File: src/rtl/ir_fusion_filt.sv
// ir_fusion_filt
//   IR heading-fusion block. Boxcar-averages the left/right IR readings,
//   derives a wall-following heading correction (plus a derivative term) and
//   adds it to the desired heading. A FILL/TRACK/HOLD state machine keeps
//   fusion off after a wall-open change until the filter has refilled.
//
//   Build option: define IR_FUSE_SAT_EN to saturate the adjusted heading to
//   the signed W-bit range; otherwise it wraps (two's complement).
//
// Ports:
//   clk, rst_n      clock, asynchronous active-low reset
//   ir_vld          one-cycle strobe qualifying all sample inputs
//   lft_IR/rght_IR  unsigned IR readings
//   lft_opn/rght_opn wall-absent flags
//   IR_Dtrm         signed derivative term
//   en_fusion       enable IR correction of the heading
//   dsrd_hdng       signed desired heading
//   dsrd_hdng_adj   adjusted heading (registered, 2 cycles after ir_vld)
//   adj_vld         one-cycle strobe, dsrd_hdng_adj updated
//   fused           dsrd_hdng_adj carries IR correction
module ir_fusion_filt #(
  parameter int              W         = 12,
  parameter logic [W-1:0]    NOM_IR    = 12'h970,
  parameter int              LOG_DEPTH = 2,
  parameter int              HOLD_SMPL = 8,
  parameter int              ERR_SHFT  = 5,
  parameter int              DTRM_W    = 9,
  parameter int              DTRM_SHFT = 2
) (
  input  logic                     clk,
  input  logic                     rst_n,
  input  logic                     ir_vld,
  input  logic [W-1:0]             lft_IR,
  input  logic [W-1:0]             rght_IR,
  input  logic                     lft_opn,
  input  logic                     rght_opn,
  input  logic signed [DTRM_W-1:0] IR_Dtrm,
  input  logic                     en_fusion,
  input  logic signed [W-1:0]      dsrd_hdng,
  output logic [W-1:0]             dsrd_hdng_adj,
  output logic                     adj_vld,
  output logic                     fused
);

  localparam int unsigned DEPTH = 1 << LOG_DEPTH;
  localparam int          SW    = W + LOG_DEPTH;
  localparam int          CW    = W + 2;
  localparam int          HW    = $clog2(HOLD_SMPL + 1);
  localparam int          FW    = LOG_DEPTH + 1;

  typedef enum logic [1:0] {S_FILL, S_TRACK, S_HOLD} state_t;

  state_t          r_state, w_nxt_state;

  logic [W-1:0]    r_lwin [DEPTH];
  logic [W-1:0]    r_rwin [DEPTH];
  logic [SW-1:0]   r_lsum, r_rsum;
  logic [FW-1:0]   r_fill_cnt;
  logic [HW-1:0]   r_hold_cnt;
  logic [1:0]      r_prev_opn;

  logic            r_s1_vld, r_s1_fuse;
  logic [1:0]      r_s1_opn;
  logic signed [DTRM_W-1:0] r_s1_dtrm;
  logic signed [W-1:0]      r_s1_dsrd;

  logic [1:0]      w_opn;
  logic            w_chg, w_fill_last, w_hold_last;
  logic            w_insert, w_clear, w_fuse_now;

  assign w_opn       = {lft_opn, rght_opn};
  assign w_chg       = ir_vld && (w_opn != r_prev_opn);
  assign w_fill_last = (r_fill_cnt == FW'(DEPTH - 1));
  assign w_hold_last = (r_hold_cnt == HW'(1));

  // State register
  always_ff @(posedge clk or negedge rst_n) begin
    if (!rst_n) r_state <= S_FILL;
    else        r_state <= w_nxt_state;
  end

  // Next-state logic
  always_comb begin
    w_nxt_state = r_state;
    if (ir_vld) begin
      if (w_chg) begin
        w_nxt_state = S_HOLD;
      end else begin
        case (r_state)
          S_FILL:  if (w_fill_last) w_nxt_state = S_TRACK;
          S_HOLD:  if (w_hold_last) w_nxt_state = S_FILL;
          default: w_nxt_state = r_state;
        endcase
      end
    end
  end

  // Control outputs
  always_comb begin
    w_insert   = 1'b0;
    w_clear    = 1'b0;
    w_fuse_now = 1'b0;
    if (ir_vld) begin
      if (w_chg) begin
        w_clear = 1'b1;
      end else begin
        case (r_state)
          S_FILL: begin
            w_insert   = 1'b1;
            w_fuse_now = en_fusion && w_fill_last;
          end
          S_TRACK: begin
            w_insert   = 1'b1;
            w_fuse_now = en_fusion;
          end
          S_HOLD: begin
            // Hold expiry flushes the window so FILL starts from empty.
            w_clear = w_hold_last;
          end
          default: ;
        endcase
      end
    end
  end

  // Counters and previous wall-open flags
  always_ff @(posedge clk or negedge rst_n) begin
    if (!rst_n) begin
      r_fill_cnt <= '0;
      r_hold_cnt <= '0;
      r_prev_opn <= '0;
    end else if (ir_vld) begin
      r_prev_opn <= w_opn;
      if (w_clear)
        r_fill_cnt <= '0;
      else if (w_insert && r_state == S_FILL)
        r_fill_cnt <= r_fill_cnt + FW'(1);
      if (w_chg)
        r_hold_cnt <= HW'(HOLD_SMPL);
      else if (r_state == S_HOLD)
        r_hold_cnt <= r_hold_cnt - HW'(1);
    end
  end

  // Boxcar windows with running sums
  always_ff @(posedge clk or negedge rst_n) begin
    if (!rst_n) begin
      for (int unsigned i = 0; i < DEPTH; i++) begin
        r_lwin[i] <= '0;
        r_rwin[i] <= '0;
      end
      r_lsum <= '0;
      r_rsum <= '0;
    end else if (w_clear) begin
      for (int unsigned i = 0; i < DEPTH; i++) begin
        r_lwin[i] <= '0;
        r_rwin[i] <= '0;
      end
      r_lsum <= '0;
      r_rsum <= '0;
    end else if (w_insert) begin
      r_lwin[0] <= lft_IR;
      r_rwin[0] <= rght_IR;
      for (int unsigned i = 1; i < DEPTH; i++) begin
        r_lwin[i] <= r_lwin[i-1];
        r_rwin[i] <= r_rwin[i-1];
      end
      r_lsum <= r_lsum + SW'(lft_IR)  - SW'(r_lwin[DEPTH-1]);
      r_rsum <= r_rsum + SW'(rght_IR) - SW'(r_rwin[DEPTH-1]);
    end
  end

  // Stage 1: sample side-band that travels alongside the filter update
  always_ff @(posedge clk or negedge rst_n) begin
    if (!rst_n) begin
      r_s1_vld  <= 1'b0;
      r_s1_fuse <= 1'b0;
      r_s1_opn  <= '0;
      r_s1_dtrm <= '0;
      r_s1_dsrd <= '0;
    end else begin
      r_s1_vld <= ir_vld;
      if (ir_vld) begin
        r_s1_fuse <= w_fuse_now;
        r_s1_opn  <= w_opn;
        r_s1_dtrm <= IR_Dtrm;
        r_s1_dsrd <= dsrd_hdng;
      end
    end
  end

  // Stage 2 datapath: error, correction, adjusted heading
  logic [W-1:0]         w_lavg, w_ravg;
  logic signed [W:0]    w_diff, w_err;
  logic signed [CW-1:0] w_err_x, w_dt_x, w_csum, w_corr, w_fin_x;
  logic [W-1:0]         w_fin;

  assign w_lavg = r_lsum[SW-1:LOG_DEPTH];
  assign w_ravg = r_rsum[SW-1:LOG_DEPTH];
  assign w_diff = $signed({1'b0, w_lavg}) - $signed({1'b0, w_ravg});

  always_comb begin
    w_err = '0;
    case (r_s1_opn)
      2'b10:   w_err = $signed({1'b0, NOM_IR}) - $signed({1'b0, w_ravg});
      2'b01:   w_err = $signed({1'b0, w_lavg}) - $signed({1'b0, NOM_IR});
      2'b00:   w_err = w_diff >>> 1;
      default: w_err = '0;
    endcase
  end

  assign w_err_x = {{(CW-W-1){w_err[W]}}, w_err};
  assign w_dt_x  = {{(CW-DTRM_W){r_s1_dtrm[DTRM_W-1]}}, r_s1_dtrm};
  assign w_csum  = (w_err_x >>> ERR_SHFT) + (w_dt_x <<< DTRM_SHFT);
  assign w_corr  = w_csum >>> 1;
  assign w_fin_x = {{(CW-W){r_s1_dsrd[W-1]}}, r_s1_dsrd} + w_corr;

`ifdef IR_FUSE_SAT_EN
  // In range when all bits above the W-bit sign agree with it.
  always_comb begin
    if (&w_fin_x[CW-1:W-1] || ~|w_fin_x[CW-1:W-1])
      w_fin = w_fin_x[W-1:0];
    else if (w_fin_x[CW-1])
      w_fin = {1'b1, {(W-1){1'b0}}};
    else
      w_fin = {1'b0, {(W-1){1'b1}}};
  end
`else
  logic w_unused_fin_hi;
  assign w_unused_fin_hi = &{1'b0, w_fin_x[CW-1:W]};
  assign w_fin = w_fin_x[W-1:0];
`endif

  // Stage 2 output register
  always_ff @(posedge clk or negedge rst_n) begin
    if (!rst_n) begin
      dsrd_hdng_adj <= '0;
      adj_vld       <= 1'b0;
      fused         <= 1'b0;
    end else begin
      adj_vld <= r_s1_vld;
      if (r_s1_vld) begin
        dsrd_hdng_adj <= r_s1_fuse ? w_fin : r_s1_dsrd;
        fused         <= r_s1_fuse;
      end
    end
  end

endmodule
File: config.mk
export PLATFORM = sky130hd
export DESIGN_NAME = ir_fusion_filt
export DESIGN_NICKNAME = d
export VERILOG_FILES = /design/src/rtl/ir_fusion_filt.sv
export SDC_FILE = /design/constraint.sdc
export NUM_CORES = 1
export LEC_CHECK = 0
export CORE_MARGIN = 2
export CORE_UTILIZATION = 58
export CTS_CLUSTER_DIAMETER = 200
export DETAILED_ROUTE_END_ITERATION = 10
export PLACE_DENSITY_LB_ADDON = 0.25
export SLEW_MARGIN = 20
export SYNTH_ARGS = -nofsm -noshare
export SYNTH_HDL_FRONTEND = slang
export SYNTH_SLANG_ARGS = --single-unit
File: constraint.sdc
create_clock -name clk -period 6.55 [get_ports clk]
set_input_delay 0.655 -clock clk [delete_from_list [all_inputs] [get_ports clk]]
set_output_delay 0.655 -clock clk [all_outputs]
set_load 0.05 [all_outputs]
==> results.yml, run 1 <==
placement:
  dp_worst_setup_slack_ns: 1.60
  final_wtd_congestion: 0.897
  port_buffers: 64
  dpl_cell_area_mm2: 0.0107
  post-place-cells: 1224
  post-dp-hpwl_um: 13900
timing:
  slew_viol_final: 0
  hold_viol: 0
  postLayoutSetupSlackWorst_ns: 1.51
  final.period_utilization_pct: 76.9
  fin_setup_tns_ns: 0
  grt_setup_unrepaired: "no"
  finalCriticalPeriod_ns: 5.04
  timing.final.setup_violations: 0
  highest_attainable_clock_frequency_mhz: 198
  final_skew_ns: 0.0115
  max_slew_margin_pct: 38.2
  worst_slew_pin_slew_ns: 0.927
floorplan:
  die_w_um: 134
  starting_utilization_of_the_core_area_pct: 59.5
  die_area_mm2: 0.0181
  floorplan.die.height_um: 134
  placement_rows: 47
  core_mm2: 0.0166
  ios: 65
yosys:
  syn_avg_cell_area_um2: 10.2
  count_of_flip_flops_with_a_built_in_enable_after_synthesis: 0
  synthCells: 971
  synth_top_area_share_pct: 43.7
  synth.lib_cells_used.distinct: 57
  synthMostInstantiatedCell: "sky130_fd_sc_hd__dfrtp_1"
  syn_area_mm2: 0.00986
  synth-async-reset-ratio_pct: 100
  synth_flop_cell: "sky130_fd_sc_hd__dfrtp_1"
  yosysSeqAreaShare_pct: 43.7
  post-synth-top-area-cell: "sky130_fd_sc_hd__dfrtp_1"
  number_of_synthesized_register_bits: 172
  syn-num-nets: 1116
  synth-warning-count: 0
  top_area_cells_in_the_synthesized_netlist: "sky130_fd_sc_hd__dfrtp_1 44%, sky130_fd_sc_hd__ha_1 8.6%, sky130_fd_sc_hd__a22o_1 6.5%, sky130_fd_sc_hd__fa_1 5.3%, sky130_fd_sc_hd__inv_1 4.5%"
  synth.top_cells.by_count: "172 x sky130_fd_sc_hd__dfrtp_1, 117 x sky130_fd_sc_hd__inv_1, 79 x sky130_fd_sc_hd__nand2_1, 73 x sky130_fd_sc_hd__a22o_1"
clocking:
  post-cts-setup-buffer-count: 0
  tritoncts: "built"
  cts_root_buf: "sky130_fd_sc_hd__clkbuf_16"
  tritoncts_num_sinks: 172
  hold_buffers: 0
  clk_pin_slew_ns: 0.07
  cts_buffers: 17
  clk_path_buf_depth: 2
  postCtsResizedCells: 0
  worstSkewPairLatency_ns: 0.44
  cts.htree.levels: 4
routing:
  totalWireLength_um: 20100
  drc: 0
  route.detailed.wl_per_inst_um: 16.0
  routed_antenna_nets: 0
  via_count: 7164
  drt_first_iter_violations: 336
  detail_route.vias_per_cell: 5.70
  drt_pre_antenna_iters: 4
finish:
  area_delta_synth_final_pct: 15.0
  layout.cells.non_filler: 1256
  seqCellArea_mm2: 0.00430
  antenna_cells_inserted: 0
  final_net_count: 1168
  area_taken_by_multi_input_logic_gates_mm2: 0.00498
  final.fill_count: 1334
  post-route-util_pct: 68.4
  fraction_of_final_layout_cells_with_drive_strength_greater_than_1_pct: 7.43
  fin_area_mm2: 0.0113
grt:
  antenna_found_initial: 0
  grt_remaining_overflow: 0
  number_of_global_route_vias_before_repair: 7035
  grt_max_degree: 87
  gr-usage-all-layers_pct: 23.8
  first_pass_grt_wire_length_um: 34100
power_and_ir_drop:
  powerDensity_mw_per_mm2: 269
  max-vdd-ir-drop_mv: 0.230
  leakagePower_uw: 0.00534
worst_setup_path:
  crit_fanout: 6
  first_element_of_the_critical_path: "r_lsum[6]"
  timing.rr.start: "r_lsum[6]"
  cp_slowest_stage_delay_ns: 0.44
  cp_cell_sequence: "ha_1, a211oi_1, nor2_1, a211o_1, o21ba_4, o21a_1, o21ba_2, o32a_1, fa_1, nor2b_1, o21ai_0, nand2b_1, a21o_1, a21oi_1, o21ai_0, xor2_1, ha_1, nand3_1, o221ai_1, o22ai_1, xor2_1, a21o_1, a31oi_1"
  criticalPathCategory: "flop to flop"
  critical_path.startpoint_type: "flop"
  cp.required_ns: 6.82
  cpMaxStageDelayCell: "sky130_fd_sc_hd__dfrtp_1"
  worst_setup_path_end_kind: "flop"
  endpoint_arrival_time_on_the_critical_path_ns: 5.30
hold_path:
  min-delay-path-class: "input pin to async pin"
job:
  max-cap-violations: 0
outcome:
  outcome: "finished, final reports clean"
[report_power, final]
| group | internal (uW) | switching (uW) | leakage [uW] | total [uW] |
|---|---|---|---|---|
| clock | 657 | 449 | 0.000306 | 1110 |
| combinational | 345 | 449 | 0.00274 | 793 |
| sequential | 1110 | 41.7 | 0.00230 | 1150 |
| total | 2110 | 939 | 0.00534 | 3050 |
[worst max-delay path, delay by kind of cell (launching register included)]
| kind | cells | cell delay (ns) |
|---|---|---|
| flip-flops | 1 | 0.44 |
| adder cells (fa/ha/maj) | 3 | 1.05 |
| AO/OA/AOI/OAI | 14 | 2.47 |
| XOR/XNOR | 2 | 0.46 |
| AND/OR/NAND/NOR | 4 | 0.44 |
[metal layers]
layer  up-vias  GRT usage, %  wire length [um]
met5         -             0                 0
met4         0          6.67               267
met3        24          4.88               794
met2       126          38.2              9640
met1      3522          33.0              9410
li1       3492             -                 -
[cell families (layout without fill, tap and decap cells)]
| logic type | Yosys count | after routing | synth area share [%] |
|---|---|---|---|
| compound gates | 275 | 275 | 19.5 |
| xor+xnor | 48 | 48 | 4.26 |
| fa+ha+maj | 94 | 94 | 13.9 |
| buf+inv | 155 | 220 | 5.99 |
| flops | 172 | 172 | 43.7 |
| mux | 36 | 36 | 4.00 |
| simple gates | 191 | 191 | 8.64 |
[stage by stage]
step,hold WS (ns),total power [uW]
after floorplan,0.352,1740
after global placement,0.463,1930
after detailed placement,0.470,1950
after CTS,0.168,3070
after global routing,0.197,3200
final,0.153,3050
[placed cells by master (no fill, tap or decap), types with 6 or more instances in the layout]
cell type,Yosys,layout
sky130_fd_sc_hd__a211o_1,9,9
sky130_fd_sc_hd__buf_4,0,7
sky130_fd_sc_hd__nor2b_1,6,6
sky130_fd_sc_hd__nand2b_1,6,6
sky130_fd_sc_hd__clkbuf_16,0,17
sky130_fd_sc_hd__a31oi_1,10,10
sky130_fd_sc_hd__mux2_2,27,27
sky130_fd_sc_hd__nand2_1,79,79
sky130_fd_sc_hd__o21a_1,7,7
sky130_fd_sc_hd__inv_1,117,117
sky130_fd_sc_hd__xor2_1,20,20
sky130_fd_sc_hd__nor3_1,12,12
sky130_fd_sc_hd__mux2i_1,9,9
sky130_fd_sc_hd__a22o_1,73,73
sky130_fd_sc_hd__nor2_1,52,50
sky130_fd_sc_hd__ha_1,68,68
sky130_fd_sc_hd__o21ai_0,68,68
sky130_fd_sc_hd__xnor2_1,28,28
sky130_fd_sc_hd__a21oi_1,48,48
sky130_fd_sc_hd__nand3_1,8,8
sky130_fd_sc_hd__dfrtp_1,172,172
sky130_fd_sc_hd__a21o_1,20,20
sky130_fd_sc_hd__a211oi_1,7,7
sky130_fd_sc_hd__fa_1,26,26
sky130_fd_sc_hd__clkdlybuf4s50_1,0,63
[final timing paths]
| kind | to | slack, ns | cells past startpoint |
|---|---|---|---|
| max | dsrd_hdng_adj[11] | 1.51 | 23 |
| min | adj_vld | 0.15 | 1 |
| max reg2reg | dsrd_hdng_adj[11] | 1.51 | 23 |
| min reg2reg | r_rwin[42] | 0.48 | 2 |
| max in group asynchronous | r_rwin[18] | 5.23 | 2 |
| min in group clk | r_rwin[42] | 0.48 | 2 |
[registers in the layout, summed over array words and instances, names as in the netlist, 4 cells and up]
signal	flops
r_lwin	48
r_rwin	48
r_hold_cnt	4
dsrd_hdng_adj	12
r_lsum	14
r_s1_dsrd	12
r_s1_dtrm	9
r_rsum	14
[layout make-up]
cell class / count / area share [%]
clock buffers: 18 / 3.87
clock inverters: 14 / 1.82
inverters: 117 / 3.87
multi-input cells: 644 / 43.9
flip-flops and latches: 172 / 38.0
well taps: 220 / 2.43
repair buffers: 71 / 6.12
Note: power is estimated with default switching activity, not from simulation.
==> inputs of run 2 (changes only) <==
- clock period: 6.55 -> 4.9 ns (I/O delays scaled with it)
==> results.yml, run 2 (synthesis results as in run 1) <==
finish:
  post-route-util_pct: 69.7
  area_delta_synth_final_pct: 17.3
  most_frequent_standard_cell_in_the_layout_excluding_fill_and_tap_cells: "sky130_fd_sc_hd__dfrtp_1"
  final.fill_count: 1263
  most-common-layout-cells: "172 x sky130_fd_sc_hd__dfrtp_1, 111 x sky130_fd_sc_hd__inv_1, 77 x sky130_fd_sc_hd__nand2_1, 73 x sky130_fd_sc_hd__a22o_1"
  fraction_of_final_layout_cells_with_drive_strength_greater_than_1_pct: 11.8
  final_net_count: 1182
  antenna_cells_inserted: 0
  reg_top3: "r_lwin x48, r_rwin x48"
worst_setup_path:
  worst_setup_path_end_kind: "flop"
  critical_path.startpoint_type: "flop"
  endpoint_arrival_time_on_the_critical_path_ns: 5.11
  crit_fanout: 6
  cp.required_ns: 5.25
  criticalPathCategory: "flop to flop"
outcome:
  outcome: "finished, final reports clean"
placement:
  port_buffers: 64
  final_wtd_congestion: 0.904
  dp_worst_setup_slack_ns: -0.0161
  post-dp-hpwl_um: 14400
clocking:
  tritoncts_num_sinks: 172
  clk_pin_slew_ns: 0.07
  tritoncts: "built"
  hold_buffers: 0
  cts_buffers: 17
  clk_path_buf_depth: 2
  cts.htree.levels: 4
  cts_root_buf: "sky130_fd_sc_hd__clkbuf_16"
  worstSkewPairLatency_ns: 0.43
routing:
  totalWireLength_um: 21200
  drc: 0
  detail_route.vias_per_cell: 5.75
  drt_first_iter_violations: 508
  via_count: 7298
  drt_pre_antenna_iters: 5
  routed_antenna_nets: 0
  route.detailed.wl_per_inst_um: 16.7
timing:
  finalCriticalPeriod_ns: 4.77
  highest_attainable_clock_frequency_mhz: 210
  fin_setup_tns_ns: 0
  timing.final.setup_violations: 0
  hold_viol: 0
  final.period_utilization_pct: 97.3
  final_skew_ns: 0.00850
  worst_slew_pin_slew_ns: 0.940
  slew_viol_final: 0
  max_slew_margin_pct: 37.1
  final.hold.worst_slack_ns: 0.133
  postLayoutSetupSlackWorst_ns: 0.134
  grt_setup_unrepaired: "yes"
grt:
  number_of_global_route_vias_before_repair: 7195
  first_pass_grt_wire_length_um: 35000
  antenna_found_initial: 0
  grt_remaining_overflow: 0
  gr-usage-all-layers_pct: 24.3
  grt_max_degree: 92
floorplan:
  starting_utilization_of_the_core_area_pct: 59.5
  floorplan.die.height_um: 134
  placement_rows: 47
  core_mm2: 0.0166
  ios: 65
  die_w_um: 134
  die_area_mm2: 0.0181
job:
  max-cap-violations: 0
hold_path:
  min-delay-path-class: "input pin to async pin"
power_and_ir_drop:
  max-vdd-ir-drop_mv: 0.328
  powerDensity_mw_per_mm2: 353
  leakagePower_uw: 0.00543
[run 2: final timing paths]
| path | slack, ns | endpoint | cells past startpoint | from |
|---|---|---|---|---|
| worst max-delay path | 0.13 | dsrd_hdng_adj[11] | 23 | r_rsum[6] |
| worst min register to register | 0.48 | r_rwin[38] | 2 | r_rwin[38] |
| worst min-delay path | 0.13 | fused | 1 | rst_n |
| max in group asynchronous | 3.71 | r_lsum[11] | 2 | rst_n |
| min in group clk | 0.48 | r_rwin[38] | 2 | r_rwin[38] |
| worst max register to register | 0.13 | dsrd_hdng_adj[11] | 23 | r_rsum[6] |
[run 2: critical path, stage by stage (launching register included)]
cell and delay, ns:
sky130_fd_sc_hd__dfrtp_1 0.40, sky130_fd_sc_hd__inv_2 0.09, sky130_fd_sc_hd__ha_4 0.20, sky130_fd_sc_hd__a211oi_2 0.20, sky130_fd_sc_hd__nor2_1 0.07, sky130_fd_sc_hd__a211o_1 0.30, sky130_fd_sc_hd__o21ba_4 0.26, sky130_fd_sc_hd__o41a_1 0.39
sky130_fd_sc_hd__xor2_1 0.17, sky130_fd_sc_hd__o32a_1 0.33, sky130_fd_sc_hd__ha_4 0.29, sky130_fd_sc_hd__o21ai_0 0.09, sky130_fd_sc_hd__nor2_2 0.16, sky130_fd_sc_hd__buf_4 0.13, sky130_fd_sc_hd__o211ai_1 0.14, sky130_fd_sc_hd__a2bb2oi_2 0.25
sky130_fd_sc_hd__inv_1 0.07, sky130_fd_sc_hd__ha_1 0.20, sky130_fd_sc_hd__nor2_1 0.15, sky130_fd_sc_hd__o221ai_2 0.13, sky130_fd_sc_hd__o22ai_2 0.11, sky130_fd_sc_hd__xor2_1 0.23, sky130_fd_sc_hd__nand3_1 0.12, sky130_fd_sc_hd__a31oi_1 0.20
[run 2: repair_timing]
item                                    in CTS  in global routing
pin swaps                                    2                 32
endpoints found under the setup margin       2                  5
setup buffers                                0                 10
resized for setup                            6                 40
[run 2: final cells by class]
cell class              instances  area [um^2]  share of cell area (%)
multi-input cells             644         5150                    44.5
flip-flops and latches        172         4300                    37.2
repair buffers                 85          812                    7.02
clock buffers                  18          439                    3.80
inverters                     117          439                    3.80
well taps                     220          275                    2.38
clock inverters                14          144                    1.24
[run 2: through the flow]
step / instances / power (uW) / cell area (um^2)
floorplan: 971 / 2330 / 9860
global placement: 1228 / 2590 / 10700
detailed placement: 1228 / 2610 / 10700
CTS: 1260 / 3980 / 11300
global route: 1270 / 4290 / 11600
finish: 1270 / 4080 / 11600
[run 2: power breakdown]
| group | total (uW) | leakage, uW | internal (uW) | switching [uW] |
|---|---|---|---|---|
| sequential | 1530 | 0.00230 | 1480 | 56.6 |
| clock | 1350 | 0.000287 | 766 | 582 |
| combinational | 1200 | 0.00284 | 536 | 665 |
| total | 4080 | 0.00543 | 2780 | 1300 |
[run 2: layer usage]
layer  GRT usage [%]  up-vias  share of wire [%]
met5               0        -                  0
met4            7.84        0                1.9
met3            5.03       33                4.0
met2            39.7      165                 48
met1            32.9     3591                 46
li1                -     3509                  -
